### src/rtl/decode_stage_ctrl.sv
// Fetch->decode controller: 2-entry skid FIFO between fetch and decode, with
// load-use bubble insertion against execute and flush on redirect.
module decode_stage_ctrl #(
    parameter int                IWIDTH   = 32,
    parameter int                AWIDTH   = 32,
    parameter int                CNTW     = 16,
    parameter logic [IWIDTH-1:0] NOP_INST = 32'h00000013
) (
    input  logic              clk,
    input  logic              rst_n,
    input  logic              if_valid,
    input  logic [IWIDTH-1:0] if_inst,
    input  logic [AWIDTH-1:0] if_pc,
    output logic              if_ready,
    output logic              id_valid,
    output logic [IWIDTH-1:0] id_inst,
    output logic [AWIDTH-1:0] id_pc,
    input  logic              id_ready,
    input  logic              flush,
    input  logic              ex_load,
    input  logic [4:0]        ex_rd,
    output logic [CNTW-1:0]   stall_cnt
);

    logic [IWIDTH-1:0] inst_q [2];
    logic [IWIDTH-1:0] inst_d [2];
    logic [AWIDTH-1:0] pc_q   [2];
    logic [AWIDTH-1:0] pc_d   [2];
    logic              rd_ptr_q, rd_ptr_d;
    logic              wr_ptr_q, wr_ptr_d;
    logic [1:0]        count_q,  count_d;
    logic [CNTW-1:0]   stall_cnt_q, stall_cnt_d;

    logic [IWIDTH-1:0] head_inst;
    logic [AWIDTH-1:0] head_pc;
    logic [6:0]        opcode;
    logic [4:0]        rs1, rs2;
    logic              use_rs1, use_rs2, hazard, not_empty, push, pop;

    always_comb begin
        head_inst = inst_q[rd_ptr_q];
        head_pc   = pc_q[rd_ptr_q];
        opcode    = head_inst[6:0];
        rs1       = head_inst[19:15];
        rs2       = head_inst[24:20];
        use_rs1   = !(opcode inside {7'b0110111, 7'b0010111, 7'b1101111});
        use_rs2   = opcode inside {7'b0110011, 7'b0100011, 7'b1100011};
        hazard    = ex_load && (ex_rd != 5'd0) &&
                    ((use_rs1 && (rs1 == ex_rd)) || (use_rs2 && (rs2 == ex_rd)));
        not_empty = (count_q != 2'd0);

        // rst_n gates the handshakes so nothing is offered or taken while reset is held
        if_ready  = rst_n && (count_q != 2'd2) && !flush;
        id_valid  = rst_n && not_empty && !hazard && !flush;
        id_inst   = id_valid ? head_inst : NOP_INST;
        id_pc     = id_valid ? head_pc   : '0;
        stall_cnt = stall_cnt_q;

        push = if_valid && if_ready;
        pop  = id_valid && id_ready;

        inst_d   = inst_q;
        pc_d     = pc_q;
        rd_ptr_d = rd_ptr_q;
        wr_ptr_d = wr_ptr_q;
        count_d  = count_q;

        if (push) begin
            inst_d[wr_ptr_q] = if_inst;
            pc_d[wr_ptr_q]   = if_pc;
            wr_ptr_d         = ~wr_ptr_q;
        end
        if (pop)
            rd_ptr_d = ~rd_ptr_q;
        case ({push, pop})
            2'b10:   count_d = count_q + 2'd1;
            2'b01:   count_d = count_q - 2'd1;
            default: count_d = count_q;
        endcase
        if (flush) begin
            count_d  = 2'd0;
            rd_ptr_d = 1'b0;
            wr_ptr_d = 1'b0;
        end

        stall_cnt_d = stall_cnt_q;
        if (not_empty && hazard && !flush && (stall_cnt_q != {CNTW{1'b1}}))
            stall_cnt_d = stall_cnt_q + 1'b1;
    end

    always_ff @(posedge clk) begin
        if (!rst_n) begin
            rd_ptr_q    <= 1'b0;
            wr_ptr_q    <= 1'b0;
            count_q     <= 2'd0;
            stall_cnt_q <= '0;
        end else begin
            rd_ptr_q    <= rd_ptr_d;
            wr_ptr_q    <= wr_ptr_d;
            count_q     <= count_d;
            stall_cnt_q <= stall_cnt_d;
        end
    end

    // Payload storage needs no reset: count=0 already marks it as dead.
    always_ff @(posedge clk) begin
        inst_q <= inst_d;
        pc_q   <= pc_d;
    end

endmodule
### config.mk
export PLATFORM = sky130hd
export DESIGN_NAME = decode_stage_ctrl
export DESIGN_NICKNAME = d
export VERILOG_FILES = /design/src/rtl/decode_stage_ctrl.sv
export SDC_FILE = /design/constraint.sdc
export NUM_CORES = 1
export LEC_CHECK = 0
export CORE_UTILIZATION = 30
export DETAILED_ROUTE_END_ITERATION = 6
export PLACE_DENSITY = 0.65
export SLEW_MARGIN = 10
export SYNTH_ARGS = -nofsm -noshare
export SYNTH_HDL_FRONTEND = slang
export SYNTH_SLANG_ARGS = --single-unit
export TNS_END_PERCENT = 1
### constraint.sdc
create_clock -name clk -period 5.58 [get_ports clk]
set_clock_uncertainty 0.2 [all_clocks]
set_input_delay 0.558 -clock clk [delete_from_list [all_inputs] [get_ports clk]]
set_output_delay 0.558 -clock clk [all_outputs]
set_load 0.01 [all_outputs]
# After elaboration in Yosys (flattened, before gate mapping)

Cells that the tools add are included.
W data, S select, Z words.

Flip-flop bits (word level): 148
Input bits: 75
Output and inout port bits: 82
Logic and storage cells: 69

Add/subtract/negate cells: 3
Order comparisons: 3
Equality and inequality tests: 12
Mux-type cells: 13
Bitwise operators: 5
Reduce and logical (&&, ||, !) cells: 25

Operator list:

| operator                | number |
|---|---|
| $mux W32                | 9 |
| $bwmux W64              | 2 |
| $demux W32 S1           | 1 |
| $eq A7 B6 Y1 const B    | 3 |
| $add A16 B1 Y16 const B | 1 |
| $ne A16 B16 Y1 const B  | 1 |
| $logic_and A1 B1 Y1     | 15 |
| $eq A7 B7 Y1 const B    | 2 |
| $eq A5 B5 Y1            | 2 |
| $eq A7 B5 Y1 const B    | 1 |
| $reduce_bool A3 Y1      | 2 |
| $reduce_bool A5 Y1      | 1 |
| $ge A2 B2 Y1 const B    | 2 |
| $not A1 Y2              | 2 |
| $pmux W2 S2             | 1 |
| $reduce_bool A2 Y1      | 2 |
| $logic_not A1 Y1        | 3 |
| $not A1 Y1              | 3 |
| $add A2 B1 Y2 const B   | 1 |
| $eq A2 B1 Y1 const B    | 1 |
| $eq A2 B2 Y1 const B    | 1 |
| $lt A2 B1 Y1 const B    | 1 |
| $ne A2 B2 Y1 const B    | 1 |
| $reduce_or A2 Y1        | 1 |
| other kinds (2)         | 2 |

# Logic depth before layout (Yosys ltp)

Depth in word-level cells: 16
Depth in mapped cells: 16
Gate-level depth less buffers: 11

# Least setup slack after synthesis

No wires, ideal clock.

Kind: input to register
Start point: input rst_n
End point: register inst_q[0] (netlist name) (enable)
Library setup time: 0.487 ns
Arrival: 4.109 ns
Required time: 4.893 ns
Slack: 0.785 ns
Cell stages on the path: 5
Buffers on the path: 1
Cells stage by stage: clkbuf_1 nand2b_1 a21oi_1 nand2_1 nor2_1

Word-level cells in the longest chain between the ends: 3

Ends and longest elaborated chain:

| item                             | RTL line | RTL |
|---|---|---|
| start, declared                  | 10       | `input logic rst_n,` |
| $logic_and A1 B1 Y1 (2 in a row) | 53       | `if_ready = rst_n && (count_q != 2'd2) && !flush;` |
| via if_ready                     | 14       | `output logic if_ready,` |
| $logic_and A1 B1 Y1              | 59       | `push = if_valid && if_ready;` |
| end signal, assigned             | 107      | `inst_q <= inst_d;` |
| end, declared                    | 25       | `logic [IWIDTH-1:0] inst_q [2];` |

The timed path passes the listed nets, and every way through them passes these cells.
A chain may end at the register's enable or synchronous reset.

# Final worst setup path

Start point: register rd_ptr_q
End point: output id_inst[1]

Word-level cells in the longest chain between the ends: 14
Elaborated cells on any way between the ends: 23
Those cells by class: eq/ne: 8; mux: 4; bitwise: 1; reduce/logical: 10

Ends and longest elaborated chain:

| item                                            | RTL line | RTL |
|---|---|---|
| start, declared                                 | 29       | `logic rd_ptr_q, rd_ptr_d;` |
| start signal, assigned                          | 98       | `rd_ptr_q <= rd_ptr_d;` |
| $not A1 Y2 (not written as such) (*)            | 41       | `head_inst = inst_q[rd_ptr_q];` |
| $mux W32 (not written as such) (*) (3 in a row) | 41       |  |
| $eq A7 B6 Y1 (tied with other cells)            | 46       | `use_rs1 = !(opcode inside {7'b0110111, 7'b0010111, 7'b1101111});` |
| $reduce_bool A3 Y1                              | 46       |  |
| $logic_not A1 Y1                                | 46       |  |
| $logic_and A1 B1 Y1                             | 49       | `((use_rs1 && (rs1 == ex_rd)) \|\| (use_rs2 && (rs2 == ex_rd)));` |
| $logic_or A1 B1 Y1                              | 49       |  |
| $logic_and A1 B1 Y1                             | 48       | `hazard = ex_load && (ex_rd != 5'd0) &&` |
| $logic_not A1 Y1                                | 54       | `id_valid = rst_n && not_empty && !hazard && !flush;` |
| $logic_and A1 B1 Y1 (2 in a row)                | 54       |  |
| $mux W32 (*)                                    | 55       | `id_inst = id_valid ? head_inst : NOP_INST;` |
| end, declared                                   | 16       | `output logic [IWIDTH-1:0] id_inst,` |

Every way passes the cells marked *; elsewhere a longest branch is shown, timed or not. The select of a mux whose other input is x is not followed.

==> results.json <==
{
  "synthFlopType": "edfxtp_1",
  "netlist_instances": 429,
  "wirelength_mm": 14.1,
  "slew_headroom": 0.396,
  "drc": 0,
  "worstHoldStart": "stall_cnt[9]$_SDFFE_PN0P_",
  "start_util": 0.310,
  "power_density_nw_per_um2": 285,
  "fp.dieH_um": 145,
  "design.core.area_um2": 19700,
  "synth_top_cell_by_area": "edfxtp_1",
  "cts_tree": "built",
  "antenna_found_initial": 0,
  "drv_cap": 0,
  "cts_root_buffer": "clkbuf_16",
  "r2r_start": "rd_ptr_q$_SDFFE_PP0P_",
  "clock_tree.buffer_depth": 2,
  "total_power_mw": 2.43,
  "post_cts_buffers": 0,
  "finalHoldViolations": 0,
  "fin_crit_ps": 4960,
  "fin_area_um2": 8510,
  "clock_sinks": 148,
  "crit_type": "reg2out",
  "cp_top_family": "buffers and inverters",
  "synth_area_leaders": "edfxtp_1 63%, mux2i_1 11%, dfxtp_1 6.6%, nor2_1 4.6%, xnor2_1 1.4%",
  "nNetsFinal": 663,
  "path_buf_inv": 2,
  "clkLatencyLatePin_ps": 420,
  "async_flop_share": 0,
  "die_x_um": 145,
  "syn-num-nets": 506,
  "crit_fanout": 66,
  "cp_slowest_cell": "dfxtp_4",
  "ant_nets": 0,
  "drive_above_1_share": 0.0719,
  "finalSetupTns_ps": 0,
  "hold_class": "reg2reg",
  "synth_seq_area_share": 0.695,
  "peakVddDrop_v": 0.000202,
  "worstMarginPinSlew_ps": 904,
  "wl_per_cell_um": 16.3,
  "synth_edf_count": 128,
  "timing.rr.end": "count_q[1]$_SDFFE_PP0P_",
  "start_kind": "flip-flop",
  "outcome": "complete, no violations",
  "cp-end-kind": "output pin",
  "grt_pass1_vias": 4105,
  "cts_resized": 0,
  "cp.required_ps": 4820,
  "cp.depth": 8,
  "hpwl_mm": 9.67,
  "worstHoldPathCells": 2,
  "hold_end": "stall_cnt[9]$_SDFFE_PN0P_",
  "ff2ff_path_depth": 10,
  "period_share": 0.888,
  "syn_avg_cell_area_um2": 14.2,
  "grt_pass1_wl_mm": 21.4,
  "drt-initial-drc-count": 202,
  "fin_util": 0.431,
  "rsz0062_at_grt": "no",
  "grtUsageTotal": 0.140,
  "fmax_ghz": 0.202,
  "path_cells": "buf_4, mux2i_1, xor2_1, nand4_2, a21oi_1, or3_4, a211o_1, clkdlybuf4s50_1",
  "setup-violations-final": 0,
  "yosysWarnings": 0,
  "port_buffers": 156,
  "dpl_cell_area_um2": 7940,
  "synth-seq-cells": 148,
  "grt-ovfl-total": 0,
  "slowest_delay_ps": 660,
  "num_vias": 3924,
  "p_leak_nw": 2.74,
  "viasPerCell": 4.55,
  "dr.pass1.iters": 5,
  "reg2reg_setup_slack_ps": 1360,
  "io_pins": 157,
  "netlist_area_um2": 6110,
  "rows": 51,
  "cts_hold_buf": 0,
  "grt_max_degree": 67,
  "clkTransAtPathRegs_ps": 60,
  "globalplace.congestion": 0.839,
  "dieArea_um2": 20900,
  "n_antenna_cell": 0,
  "drv_slew": 0,
  "synth_top_area_frac": 0.629,
  "synth_cell_types": 40,
  "syn_to_final_growth_pct": 39.3,
  "arrival_ps": 4200,
  "h-tree-depth": 4,
  "cts_buffers": 17
}
## area by class of cell
type	count	area, um^2
Clock inverter	13	136
Clock buffer	18	429
Inverter	9	33.8
Fill cell	1776	11200
Sequential cell	148	4250
Multi-Input combinational cell	251	1720
Tap cell	265	332
Timing Repair Buffer	159	1610
## per-stage QoR
step | hold slack, ps | std cells | setup WS, ps
floorplan | 281 | 429 | 785
global placement | 269 | 832 | 1060
detailed placement | 291 | 832 | 957
CTS | 294 | 863 | 493
global route | 341 | 863 | 285
finish | 292 | 863 | 623
## tightest hold or removal path, delay by kind of cell, from the launching register on
| family | cells | cell delay (ps) |
|---|---|---|
| flops | 1 | 330 |
| simple gates | 1 | 60 |
| mux | 1 | 60 |
## routing by layer
layer,vias up,GRT usage,share of wire
met5,-,0,0
met4,0,0.0482,0.011
met3,13,0.0487,0.068
met2,133,0.233,0.49
met1,1886,0.169,0.43
li1,1892,-,-
## cells in the final DEF, fill, tap and decap left out, types with 4 or more instances in the layout
| master | netlist | routed |
|---|---|---|
| nor2_1 | 75 | 73 |
| a211oi_1 | 5 | 5 |
| nand3_1 | 6 | 6 |
| clkbuf_16 | 0 | 17 |
| and3_1 | 5 | 5 |
| edfxtp_1 | 128 | 128 |
| xnor2_1 | 10 | 10 |
| mux2i_1 | 69 | 69 |
| o21ai_0 | 4 | 4 |
| dfxtp_1 | 20 | 19 |
| clkdlybuf4s50_1 | 0 | 156 |
| xor2_1 | 6 | 6 |
| nand2_1 | 13 | 13 |
| a21oi_1 | 11 | 11 |
| nand4_1 | 7 | 7 |
| inv_1 | 8 | 8 |
| nand2b_1 | 8 | 8 |
## registers in the layout, indices dropped and copies added (netlist names)
| name | cells |
|---|---|
| count_q | 2 |
| rd_ptr_q | 1 |
| inst_q | 64 |
| pc_q | 64 |
| stall_cnt | 16 |
| wr_ptr_q | 1 |
## how the worst max path moves through the flow
stage / from / to / slack, ps
final: rd_ptr_q$_SDFFE_PP0P_ / id_inst[1] / 620
after CTS: rd_ptr_q$_SDFFE_PP0P_ / id_inst[1] / 490
after floorplan: rst_n / inst_q[0]$_DFFE_PP_ / 780
after detailed placement: rd_ptr_q$_SDFFE_PP0P_ / id_inst[1] / 960
after global routing: rd_ptr_q$_SDFFE_PP0P_ / id_inst[1] / 280
after global placement: rd_ptr_q$_SDFFE_PP0P_ / id_inst[1] / 1060
## cells in the mapped netlist (3+ instances only)
library cell / instances
edfxtp_1: 128
nor2_1: 75
mux2i_1: 69
dfxtp_1: 20
nand2_1: 13
a21oi_1: 11
clkbuf_1: 10
xnor2_1: 10
inv_1: 8
nand2b_1: 8
nand4_1: 7
nand3_1: 6
xor2_1: 6
a211oi_1: 5
and3_1: 5
buf_2: 5
buf_6: 5
o21ai_0: 4
a211o_1: 3
a31o_2: 3
and4_1: 3
## report_power, final
group | switching (mW) | internal [mW]
clock | 0.435 | 0.653
sequential | 0.00487 | 1.22
combinational | 0.0482 | 0.0647
## cell families after synthesis
kind of cell / after synthesis / synth area share
flops: 148 / 0.695
xor+xnor: 16 / 0.0229
buf+inv: 30 / 0.0262
simple gates: 132 / 0.102
fa+ha+maj: 2 / 0.00410
mux: 70 / 0.116
compound gates: 31 / 0.0344
Power figures use the tool's default switching activity.
